[src/rtl/mod_updown_counter.sv]
// Modulo-MODULUS up/down counter with prescaler, synchronous load and wrap/saturate mode.
// Latency: Q and Wrap update one clock after the tick/Load edge. No backpressure: tick is advisory.
module mod_updown_counter #(
  parameter int WIDTH    = 10,
  parameter int MODULUS  = 1024,
  parameter int PRESCALE = 1,
  parameter int SATURATE = 0
) (
  input  logic             Clock,
  input  logic             Resetn,
  input  logic             En,
  input  logic             Up,
  input  logic             Load,
  input  logic [WIDTH-1:0] D,
  output logic [WIDTH-1:0] Q,
  output logic             Wrap,
  output logic             AtLimit
);

  localparam int               PW   = (PRESCALE > 1) ? $clog2(PRESCALE) : 1;
  localparam logic [WIDTH-1:0] QMAX = WIDTH'(MODULUS - 1);
  localparam logic [PW-1:0]    PMAX = PW'(PRESCALE - 1);

  generate
    if (MODULUS < 2 || 64'(MODULUS) > (64'd1 << WIDTH) || PRESCALE < 1) begin : g_bad_params
      $error("mod_updown_counter: illegal MODULUS/WIDTH/PRESCALE combination");
    end
  endgenerate

  logic [PW-1:0]    p, p_nxt;
  logic [WIDTH-1:0] q_nxt;
  logic             wrap_nxt;
  logic             tick, at_top, at_bot;

  always_comb begin
    at_top   = (Q == QMAX);
    at_bot   = (Q == '0);
    tick     = En && (p == PMAX);
    AtLimit  = Up ? at_top : at_bot;
    p_nxt    = p;
    q_nxt    = Q;
    wrap_nxt = 1'b0;

    if (Load) begin
      // Load wins over a coincident tick and restarts the prescaler phase.
      p_nxt = '0;
      q_nxt = (D > QMAX) ? QMAX : D;
    end else begin
      if (En) p_nxt = (p == PMAX) ? '0 : p + PW'(1);
      if (tick) begin
        if (Up) begin
          if (at_top) begin
            wrap_nxt = 1'b1;
            if (SATURATE == 0) q_nxt = '0;
          end else begin
            q_nxt = Q + WIDTH'(1);
          end
        end else begin
          if (at_bot) begin
            wrap_nxt = 1'b1;
            if (SATURATE == 0) q_nxt = QMAX;
          end else begin
            q_nxt = Q - WIDTH'(1);
          end
        end
      end
    end
  end

  always_ff @(posedge Clock) begin
    if (!Resetn) begin
      Q    <= '0;
      Wrap <= 1'b0;
      p    <= '0;
    end else begin
      Q    <= q_nxt;
      Wrap <= wrap_nxt;
      p    <= p_nxt;
    end
  end

endmodule

[config.mk]
export PLATFORM = sky130hd
export DESIGN_NAME = mod_updown_counter
export DESIGN_NICKNAME = d
export VERILOG_FILES = /design/src/rtl/mod_updown_counter.sv
export SDC_FILE = /design/constraint.sdc
export NUM_CORES = 1
export LEC_CHECK = 0
export ABC_AREA = 1
export ABC_CLOCK_PERIOD_IN_PS = 2200
export BUFFER_PORTS_ARGS = -buffer_cell sky130_fd_sc_hd__buf_4
export CORE_UTILIZATION = 25
export CTS_CLUSTER_DIAMETER = 50
export DETAILED_ROUTE_END_ITERATION = 7
export SYNTH_ARGS = -nofsm -noshare
export SYNTH_HDL_FRONTEND = slang
export SYNTH_SLANG_ARGS = --single-unit
[constraint.sdc]
create_clock -name Clock -period 2.2 [get_ports Clock]
set_input_delay 0.44 -clock Clock [delete_from_list [all_inputs] [get_ports Clock]]
set_output_delay 0.44 -clock Clock [all_outputs]
set_load 0.02 [all_outputs]
==> flow_metrics.py, run 1 <==
metrics = {
    "status": {
        "status": "finished clean",
    },
    "logic_synthesis": {
        "yosysSeqAreaShare": 0.2058,
        "synthDistinctLibCells": 29,
        "synthesis.area_sq_um": 1070,
        "netlist_top_cells_count": "52 x nand2_1, 19 x inv_1, 17 x nand3_1",
        "synth_top_area_cell": "dfxtp_1",
        "synth_ff_type": "dfxtp_1",
        "avgSynthCellArea_sq_um": 6.078,
        "yosysWarnings": 0,
        "ys_ff_latch": 11,
        "synth-async-reset-ratio": 0,
        "yosysMostFrequentCell": "nand2_1",
        "ys_top_cells_by_area": "dfxtp_1 21%, nand2_1 18%, nand3_1 8.0%, inv_1 6.7%, nor2_1 4.9%",
        "synth-edff-count": 0,
        "syn_nets": 193,
        "syn_inst": 176,
        "synth_top_area_share": 0.2058,
    },
    "hold_path": {
        "hp-class": "in -> reg",
        "min_from": "Resetn",
    },
    "timing": {
        "setup_slack_ns": 0.08599,
        "slew_violations": 0,
        "fin_skew_ns": 0.003547,
        "rsz0062_at_grt": "false",
        "fmax_ghz": 0.4730,
        "tightest_slew_ns": 0.3955,
        "setup_viol": 0,
        "period_minus_slack_ns": 2.114,
        "fin_crit_sh": 0.9609,
        "relSlewSlack": 0.7360,
        "setup-tns-final_ns": 0,
        "finalHoldViolCount": 0,
    },
    "setup_path": {
        "arrival_ns": 1.67,
        "cp-start-kind": "register",
        "critPathTopFamily": "flip-flops",
        "r2r-start": "Q[0]$_SDFFE_PN0P_",
        "max_stage_delay_ns": 0.46,
        "end_kind": "primary output",
        "path_buf_inv": 3,
        "critical_path.startpoint": "Q[0]$_SDFFE_PN0P_",
        "crit_fanout": 7,
        "criticalPathCategory": "reg -> out",
        "cp.required_ns": 1.76,
        "slowest_stage": "dfxtp_1",
        "path_cells": "inv_2 -> ha_1 -> inv_1 -> nor2_4 -> nand2_4 -> nor2_8 -> nand2_2 -> nand2_1 -> buf_4",
    },
    "route": {
        "wirelength_um": 3091,
        "drc": 0,
        "routed-via-count": 1224,
        "drt_iter0_drc": 43,
        "wl_per_cell_um": 12.12,
        "first_pass_iters": 4,
        "drtAntennaViolNets": 0,
        "vias_per_cell": 4.800,
    },
    "placement": {
        "post-dp-hpwl_um": 2392,
        "place_ws_ns": 0.3045,
        "numPortBuffers": 26,
        "gp_congestion": 0.8462,
    },
    "layout": {
        "multi_input_area_sq_um": 760.7,
        "syn_to_final_growth_pct": 28.77,
        "drive_gt1_frac": 0.2683,
        "diodes": 0,
        "seqCellArea_sq_um": 220.2,
        "finalNetCount": 223,
        "fill_cells": 447,
    },
    "cts": {
        "clk_latency_ns": 0.24,
        "cts_num_sinks": 11,
        "clkTransAtPathRegs_ns": 0.05,
        "cts_buffer_depth": 2,
        "cts_root_buf": "clkbuf_8",
        "htreeDepth": 1,
        "cts_buffers": 3,
        "cts_setup_buffers": 0,
        "cts_tree": "yes",
    },
    "floorplan": {
        "fp.dieH_um": 67.42,
        "pin_count": 27,
        "die_width_um": 67.42,
        "dieArea_sq_um": 4545,
        "num_rows": 23,
        "core_sq_um": 4058,
        "start_util": 0.2636,
    },
    "run": {
        "cap_violations": 0,
    },
    "grt": {
        "grt_max_degree": 10,
        "antenna_found_initial": 0,
        "track_usage": 0.1522,
        "grt-ovfl-total": 0,
        "grt_pass1_wl_um": 5154,
        "grt_pass1_vias": 1091,
    },
    "power_and_ir_drop": {
        "powerDensity_nw_per_um2": 526.4,
        "leakagePower_nw": 0.6793,
        "peakVddDrop_uv": 268.0,
    },
}
[timing repair]
| item | in CTS | in global routing |
|---|---|---|
| hold buffers | 0 | 0 |
| endpoints found under the setup margin | 0 | 1 |
| resized for setup | 0 | 2 |
| endpoints found under the hold margin | 0 | 0 |
[stage by stage]
step                power [mW]  area (sq um)  utilization  cells  hold slack [ns]
finish                  0.7251          1378       0.3395    255           0.4645
global route            0.7827          1378       0.3395    255           0.4869
CTS                     0.7316          1373       0.3383    255           0.4600
detailed placement      0.5087          1328       0.3272    251           0.6337
global placement        0.5090          1328       0.3272    251           0.6097
floorplan               0.4240          1070            -    176           0.5502
[cell type report]
| cell class | count | share of cell area |
|---|---|---|
| clock buffer | 4 | 0.03270 |
| tap | 50 | 0.04541 |
| sequential | 11 | 0.1599 |
| timing repair buffer | 28 | 0.1526 |
| multi-input combinational | 141 | 0.5522 |
| inverter | 21 | 0.05722 |
[logic make-up (layout without fill, tap and decap cells)]
| logic type | count (synthesis) | after routing | share of synthesized area |
|---|---|---|---|
| adder cells (fa/ha/maj) | 2 | 2 | 0.02339 |
| flip-flops | 11 | 11 | 0.2058 |
| XOR/XNOR | 2 | 2 | 0.01638 |
| AND/OR/NAND/NOR | 109 | 109 | 0.5099 |
| buffers and inverters | 24 | 53 | 0.08771 |
| AO/OA/AOI/OAI | 28 | 28 | 0.1567 |
[layout by cell type (no fill, tap or decap), types with 2 or more instances in the layout]
cell / instances
inv_1: 18
nor2_4: 5
o21ai_0: 9
buf_4: 28
a21oi_2: 3
xor2_1: 2
nand3_2: 2
nand2_4: 2
nand2_1: 52
a22oi_1: 4
clkbuf_8: 3
nor2_1: 14
dfxtp_1: 11
nor3_1: 2
ha_1: 2
nor2_2: 3
nand3_1: 17
a21oi_1: 8
nand2_2: 5
inv_2: 2
nand4_1: 4
[power by group]
part / internal [mW] / switching, mW
clock network: 0.128 / 0.0880
logic: 0.104 / 0.155
registers: 0.215 / 0.0346
[worst min-delay path: cells and delay by family]
family | cells | cell delay, ns
buf+inv | 1 | 0.12
simple gates | 2 | 0.11
[state kept, by name (all words and copies together) (netlist names)]
signal  flops
Q          10
Wrap        1
[metal layers]
metal  up-vias  global-route usage  wire (um)
met5         -                   0          0
met4         0             0.05585         54
met3         8             0.03041        172
met2        37              0.2413       1421
met1       541              0.2020       1443
li1        638                   -          -
[final timing paths]
path                            end  slack (ns)  cells after the start
setup / recovery            AtLimit        0.09                      9
hold / removal    Q[9]$_SDFFE_PN0P_        0.46                      3
setup reg to reg  Q[3]$_SDFFE_PN0P_        0.53                     12
hold reg to reg   Q[1]$_SDFFE_PN0P_        0.64                      2
(Power assumes the default switching activity.)
==> run 2, diff against run 1 <==
ABC_CLOCK_PERIOD_IN_PS = 2100   (was 2200)
CTS_CLUSTER_DIAMETER = 80   (was 50)
clock period = 2.1 ns   (was 2.2 ns; I/O delays follow)
==> run 2 against run 1 <==
Against the previous run:
- via count down 3.3%
- clock skew down 0.0018 ns
- first-iteration DRC count up 42%
- total power up 4.5%
- design area up 0.55%
- die area unchanged
- global-route usage down 0.27 points
- worst setup slack better by 0.050 ns
- non-clock buffer count up 1
- register-to-register slack about the same
- critical endpoint unchanged
- largest cell class unchanged
- highest routed layer unchanged
==> flow_metrics.py, run 2 (synthesis gave the netlist of run 1 again) <==
metrics = {
    "floorplan": {
        "dieArea_sq_um": 4545,
        "core_sq_um": 4058,
        "start_util": 0.2636,
        "pin_count": 27,
        "num_rows": 23,
        "fp.dieH_um": 67.42,
        "die_width_um": 67.42,
    },
    "route": {
        "first_pass_iters": 4,
        "drt_iter0_drc": 61,
        "drc": 0,
        "drtAntennaViolNets": 0,
        "wl_per_cell_um": 11.90,
        "wirelength_um": 3047,
        "routed-via-count": 1183,
        "vias_per_cell": 4.621,
    },
    "grt": {
        "antenna_found_initial": 0,
        "grt_pass1_wl_um": 5078,
        "grt_max_degree": 10,
        "track_usage": 0.1495,
        "grt-ovfl-total": 0,
        "grt_pass1_vias": 1069,
    },
    "power_and_ir_drop": {
        "peakVddDrop_uv": 351.3,
        "powerDensity_nw_per_um2": 547.3,
        "switching_share": 0.3798,
        "p_switching_uw": 287.9,
        "p_seq_frac": 0.342,
        "p_int_uw": 470.1,
        "power.total_uw": 758.0,
        "clockPowerShare": 0.297,
        "comb_power_share": 0.362,
        "leakagePower_nw": 0.6845,
    },
    "layout": {
        "multi_input_area_sq_um": 760.7,
        "diodes": 0,
        "finalNetCount": 224,
        "drive_gt1_frac": 0.2718,
        "largest_reg_flops": 10,
        "final_common_cell": "nand2_1",
        "instances_no_fill": 256,
        "final_util": 0.3414,
        "syn_to_final_growth_pct": 29.47,
        "fill_cells": 457,
        "largest-register": "Q",
        "reg_top3": "Q (10), Wrap (1)",
        "seqCellArea_sq_um": 220.2,
        "final_cell_mix": "52 x nand2_1, 29 x buf_4, 18 x inv_1",
    },
    "status": {
        "status": "finished clean",
    },
    "timing": {
        "setup_viol": 0,
        "period_minus_slack_ns": 1.964,
        "slew_violations": 0,
        "relSlewSlack": 0.7443,
        "fin_skew_ns": 0.001729,
        "tightest_slew_ns": 0.3830,
        "setup-tns-final_ns": 0,
        "fin_crit_sh": 0.9354,
        "fmax_ghz": 0.5091,
        "rsz0062_at_grt": "false",
        "finalHoldViolCount": 0,
        "whs_ns": 0.4418,
    },
    "setup_path": {
        "cp.required_ns": 1.68,
        "critical_path.startpoint": "Q[0]$_SDFFE_PN0P_",
        "timing.rr.end": "Q[5]$_SDFFE_PN0P_",
        "worstSetupEndpoint": "AtLimit",
        "cp-start-kind": "register",
        "end_kind": "primary output",
        "arrival_ns": 1.54,
        "r2r-start": "Q[0]$_SDFFE_PN0P_",
        "r2r_slack_ns": 0.53,
        "r2r_cells": 11,
        "crit_fanout": 5,
        "criticalPathCategory": "reg -> out",
    },
    "cts": {
        "clkTransAtPathRegs_ns": 0.05,
        "htreeDepth": 1,
        "cts_setup_buffers": 0,
        "cts_root_buf": "clkbuf_8",
        "cts_buffers": 3,
        "cts_num_sinks": 11,
        "clk_latency_ns": 0.24,
        "cts_tree": "yes",
        "cts_buffer_depth": 2,
    },
    "placement": {
        "numPortBuffers": 26,
        "gp_congestion": 0.8727,
        "place_inst": 252,
        "post-dp-hpwl_um": 2414,
    },
    "hold_path": {
        "hp-class": "in -> reg",
        "min_delay_path_depth": 3,
    },
    "run": {
        "cap_violations": 0,
    },
}
[run 2: worst max-delay path, cell delays in order (launching register included)]
cell and delay (ns):
dfxtp_1 0.34, buf_4 0.15, ha_1 0.17, nand2_1 0.09, nor2_2 0.17, nand4_1 0.16
nand2_1 0.10, buf_4 0.13
[run 2: metrics by stage]
stage               cell area (sq um)  setup WS (ns)
finish                           1385         0.1357
global route                     1385        0.01043
CTS                              1380        0.04640
detailed placement               1335         0.3196
global placement                 1335         0.3407
floorplan                        1070         0.3050
[run 2: layer usage]
layer	up-vias	global-route usage	share of wire
li1	636	-	-
met1	523	0.1972	0.48
met2	20	0.2475	0.47
met3	4	0.02703	0.037
met4	0	0.03989	0.010
met5	-	0	0
[run 2: layout make-up]
type                            count  share of cell area
Multi-Input combinational cell    141              0.5492
Timing Repair Buffer               29              0.1572
Inverter                           21             0.05691
Sequential cell                    11              0.1590
Tap cell                           50             0.04517
Clock buffer                        4             0.03252
[run 2: worst min-delay path by stage]
stage	from	end	slack [ns]
finish	Resetn	Q[9]$_SDFFE_PN0P_	0.44
global placement	Q[1]$_SDFFE_PN0P_	Q[1]$_SDFFE_PN0P_	0.61
detailed placement	Q[1]$_SDFFE_PN0P_	Q[1]$_SDFFE_PN0P_	0.62
global route	Resetn	Q[9]$_SDFFE_PN0P_	0.47
floorplan	Resetn	Q[9]$_SDFFE_PN0P_	0.53
CTS	Resetn	Q[9]$_SDFFE_PN0P_	0.44
[run 2: what timing repair did]
action,CTS,global route
hold buffers,0,0
resized for setup,0,2
setup endpoints to repair,0,1
[run 2: power groups by stage]
stage / combinational, mW / sequential, mW / clock [mW]
floorplan: 0.171 / 0.274 / 0
global placement: 0.274 / 0.263 / 0
detailed placement: 0.273 / 0.263 / 0
CTS: 0.274 / 0.258 / 0.232
global route: 0.310 / 0.263 / 0.239
finish: 0.274 / 0.259 / 0.225
==> run 3, diff against run 2 <==
ABC_AREA = default   (was 1)
==> run 3 against run 2 <==
Against the previous run:
- the run now ends with setup timing left
- utilization grew 1.3 points
- non-clock buffer count grew 10
- sequential power shrank 5%
- first-iteration DRC count shrank 64%
- critical path type unchanged
- highest routed layer unchanged
==> flow_metrics.py, run 3 <==
metrics = {
    "timing": {
        "whs_ns": 0.4107,
        "rsz0062_at_grt": "true",
        "period_minus_slack_ns": 2.160,
        "finalHoldViolCount": 0,
        "setup_viol": 1,
        "setup_slack_ns": -0.06014,
        "fin_skew_ns": 0.004602,
        "fmax_ghz": 0.4629,
        "tightest_slew_ns": 0.3911,
        "slew_violations": 0,
        "relSlewSlack": 0.7390,
        "fin_crit_sh": 1.029,
    },
    "grt": {
        "grt_max_degree": 19,
        "grt_pass1_wl_um": 5140,
        "grt-ovfl-total": 0,
        "grt_pass1_vias": 1029,
        "track_usage": 0.1566,
        "antenna_found_initial": 0,
    },
    "setup_path": {
        "max_stage_delay_ns": 0.53,
        "r2r-start": "Q[6]$_SDFFE_PN0P_",
        "path_cells": "or4_4 -> or4_4 -> nand2_4 -> buf_6",
        "cp.required_ns": 1.68,
        "criticalPathCategory": "reg -> out",
        "path_common_cell": "or4_4",
        "end_kind": "primary output",
        "arrival_ns": 1.74,
        "critPathTopFamily": "simple AND/OR/NAND/NOR gates",
        "path_buf_inv": 1,
        "cp-start-kind": "register",
        "critical_path.startpoint": "Q[6]$_SDFFE_PN0P_",
        "slowest_stage": "or4_4",
        "crit_fanout": 2,
    },
    "logic_synthesis": {
        "ys_top_cells_by_area": "dfxtp_1 22%, nand2_1 6.4%, o21ai_0 5.5%, nor3_1 5.0%, a21oi_1 4.0%",
        "synth_ff_type": "dfxtp_1",
        "syn_inst": 141,
        "synth_top_area_cell": "dfxtp_1",
        "yosysMostFrequentCell": "nand2_1",
        "yosysWarnings": 0,
        "synthDistinctLibCells": 43,
        "syn_nets": 158,
        "yosysSeqAreaShare": 0.2208,
        "synth-async-reset-ratio": 0,
        "ys_ff_latch": 11,
        "synthesis.area_sq_um": 997.2,
        "netlist_top_cells_count": "17 x nand2_1, 11 x dfxtp_1, 11 x o21ai_0",
        "avgSynthCellArea_sq_um": 7.072,
        "synth_top_area_share": 0.2208,
        "synth-edff-count": 0,
    },
    "hold_path": {
        "min_from": "D[2]",
        "hp-class": "in -> reg",
    },
    "placement": {
        "numPortBuffers": 26,
        "gp_congestion": 0.8900,
        "post-dp-hpwl_um": 2193,
    },
    "cts": {
        "clkTransAtPathRegs_ns": 0.06,
        "htreeDepth": 1,
        "cts_root_buf": "clkbuf_8",
        "cts_num_sinks": 11,
        "cts_tree": "yes",
        "cts_buffer_depth": 2,
        "clk_latency_ns": 0.25,
        "cts_buffers": 3,
    },
    "power_and_ir_drop": {
        "power.total_uw": 784.4,
        "powerDensity_nw_per_um2": 590.9,
        "leakagePower_nw": 0.5414,
        "peakVddDrop_uv": 331.7,
    },
    "route": {
        "wl_per_cell_um": 14.41,
        "first_pass_iters": 4,
        "wirelength_um": 3113,
        "routed-via-count": 1122,
        "drc": 0,
        "drtAntennaViolNets": 0,
        "drt_iter0_drc": 22,
        "vias_per_cell": 5.194,
    },
    "floorplan": {
        "core_sq_um": 3744,
        "pin_count": 27,
        "die_width_um": 65.16,
        "num_rows": 22,
        "fp.dieH_um": 65.16,
        "start_util": 0.2664,
        "dieArea_sq_um": 4245,
    },
    "layout": {
        "final_util": 0.3546,
        "final_common_cell": "buf_4",
        "diodes": 0,
        "largest_reg_flops": 10,
        "finalNetCount": 186,
        "largest-register": "Q",
        "final_cell_mix": "38 x buf_4, 16 x nand2_1, 11 x o21ai_0",
        "drive_gt1_frac": 0.3036,
        "syn_to_final_growth_pct": 33.12,
        "reg_top3": "Q (10), Wrap (1)",
    },
    "status": {
        "violations": "setup timing",
        "status": "complete, but fails checks",
    },
    "run": {
        "cap_violations": 0,
    },
}
[run 3: kinds of logic after synthesis]
logic type / share of synthesized area
AO/OA/AOI/OAI: 0.2610
flip-flops: 0.2208
AND/OR/NAND/NOR: 0.3426
buffers and inverters: 0.09536
XOR/XNOR: 0.04392
multiplexers: 0.01129
adder cells (fa/ha/maj): 0.02509
[run 3: per-layer routing]
layer | wire length (um) | global-route usage | share of wire | vias up
met1 | 1499 | 0.2244 | 0.48 | 507
met4 | 9 | 0.03804 | 0.0029 | 0
li1 | - | - | - | 571
met3 | 199 | 0.03646 | 0.064 | 3
met5 | 0 | 0 | 0 | -
met2 | 1405 | 0.2344 | 0.45 | 41
[run 3: power breakdown]
part / internal (mW) / switching [mW] / total (mW)
registers: 0.227 / 0.0201 / 0.247
logic: 0.144 / 0.160 / 0.304
clock network: 0.134 / 0.0987 / 0.233
total: 0.506 / 0.279 / 0.784
[run 3: final cells by class]
cell class / count / area, sq um
Clock buffer: 4 / 45.04
Inverter: 4 / 15.01
Multi-Input combinational cell: 110 / 689.4
Tap cell: 48 / 60.06
Timing Repair Buffer: 39 / 296.5
Sequential cell: 11 / 221.5
Fill cell: 437 / 2416
[run 3: through the flow]
stage	setup TNS [ns]	setup slack, ns	cell area [sq um]	cells
floorplan	0	0.01139	999.7	141
global placement	0	0.1884	1265	211
detailed placement	0	0.1794	1265	211
CTS	-0.07179	-0.07179	1326	216
global route	-0.1036	-0.1036	1328	216
finish	-0.06014	-0.06014	1328	216
[run 3: final timing paths]
path	cells after the start	slack, ns	to
max	4	-0.06	AtLimit
min	2	0.41	Q[2]$_SDFFE_PN0P_
max reg2reg	6	0.20	Q[7]$_SDFFE_PN0P_
min reg2reg	2	0.57	Q[4]$_SDFFE_PN0P_
[run 3: repair_timing]
item | CTS | global route
pin swaps | 1 | 0
hold buffers | 0 | 0
cloned | 0 | 0
endpoints found under the setup margin | 1 | 1
setup buffers | 1 | 0
gates resized for setup | 2 | 1
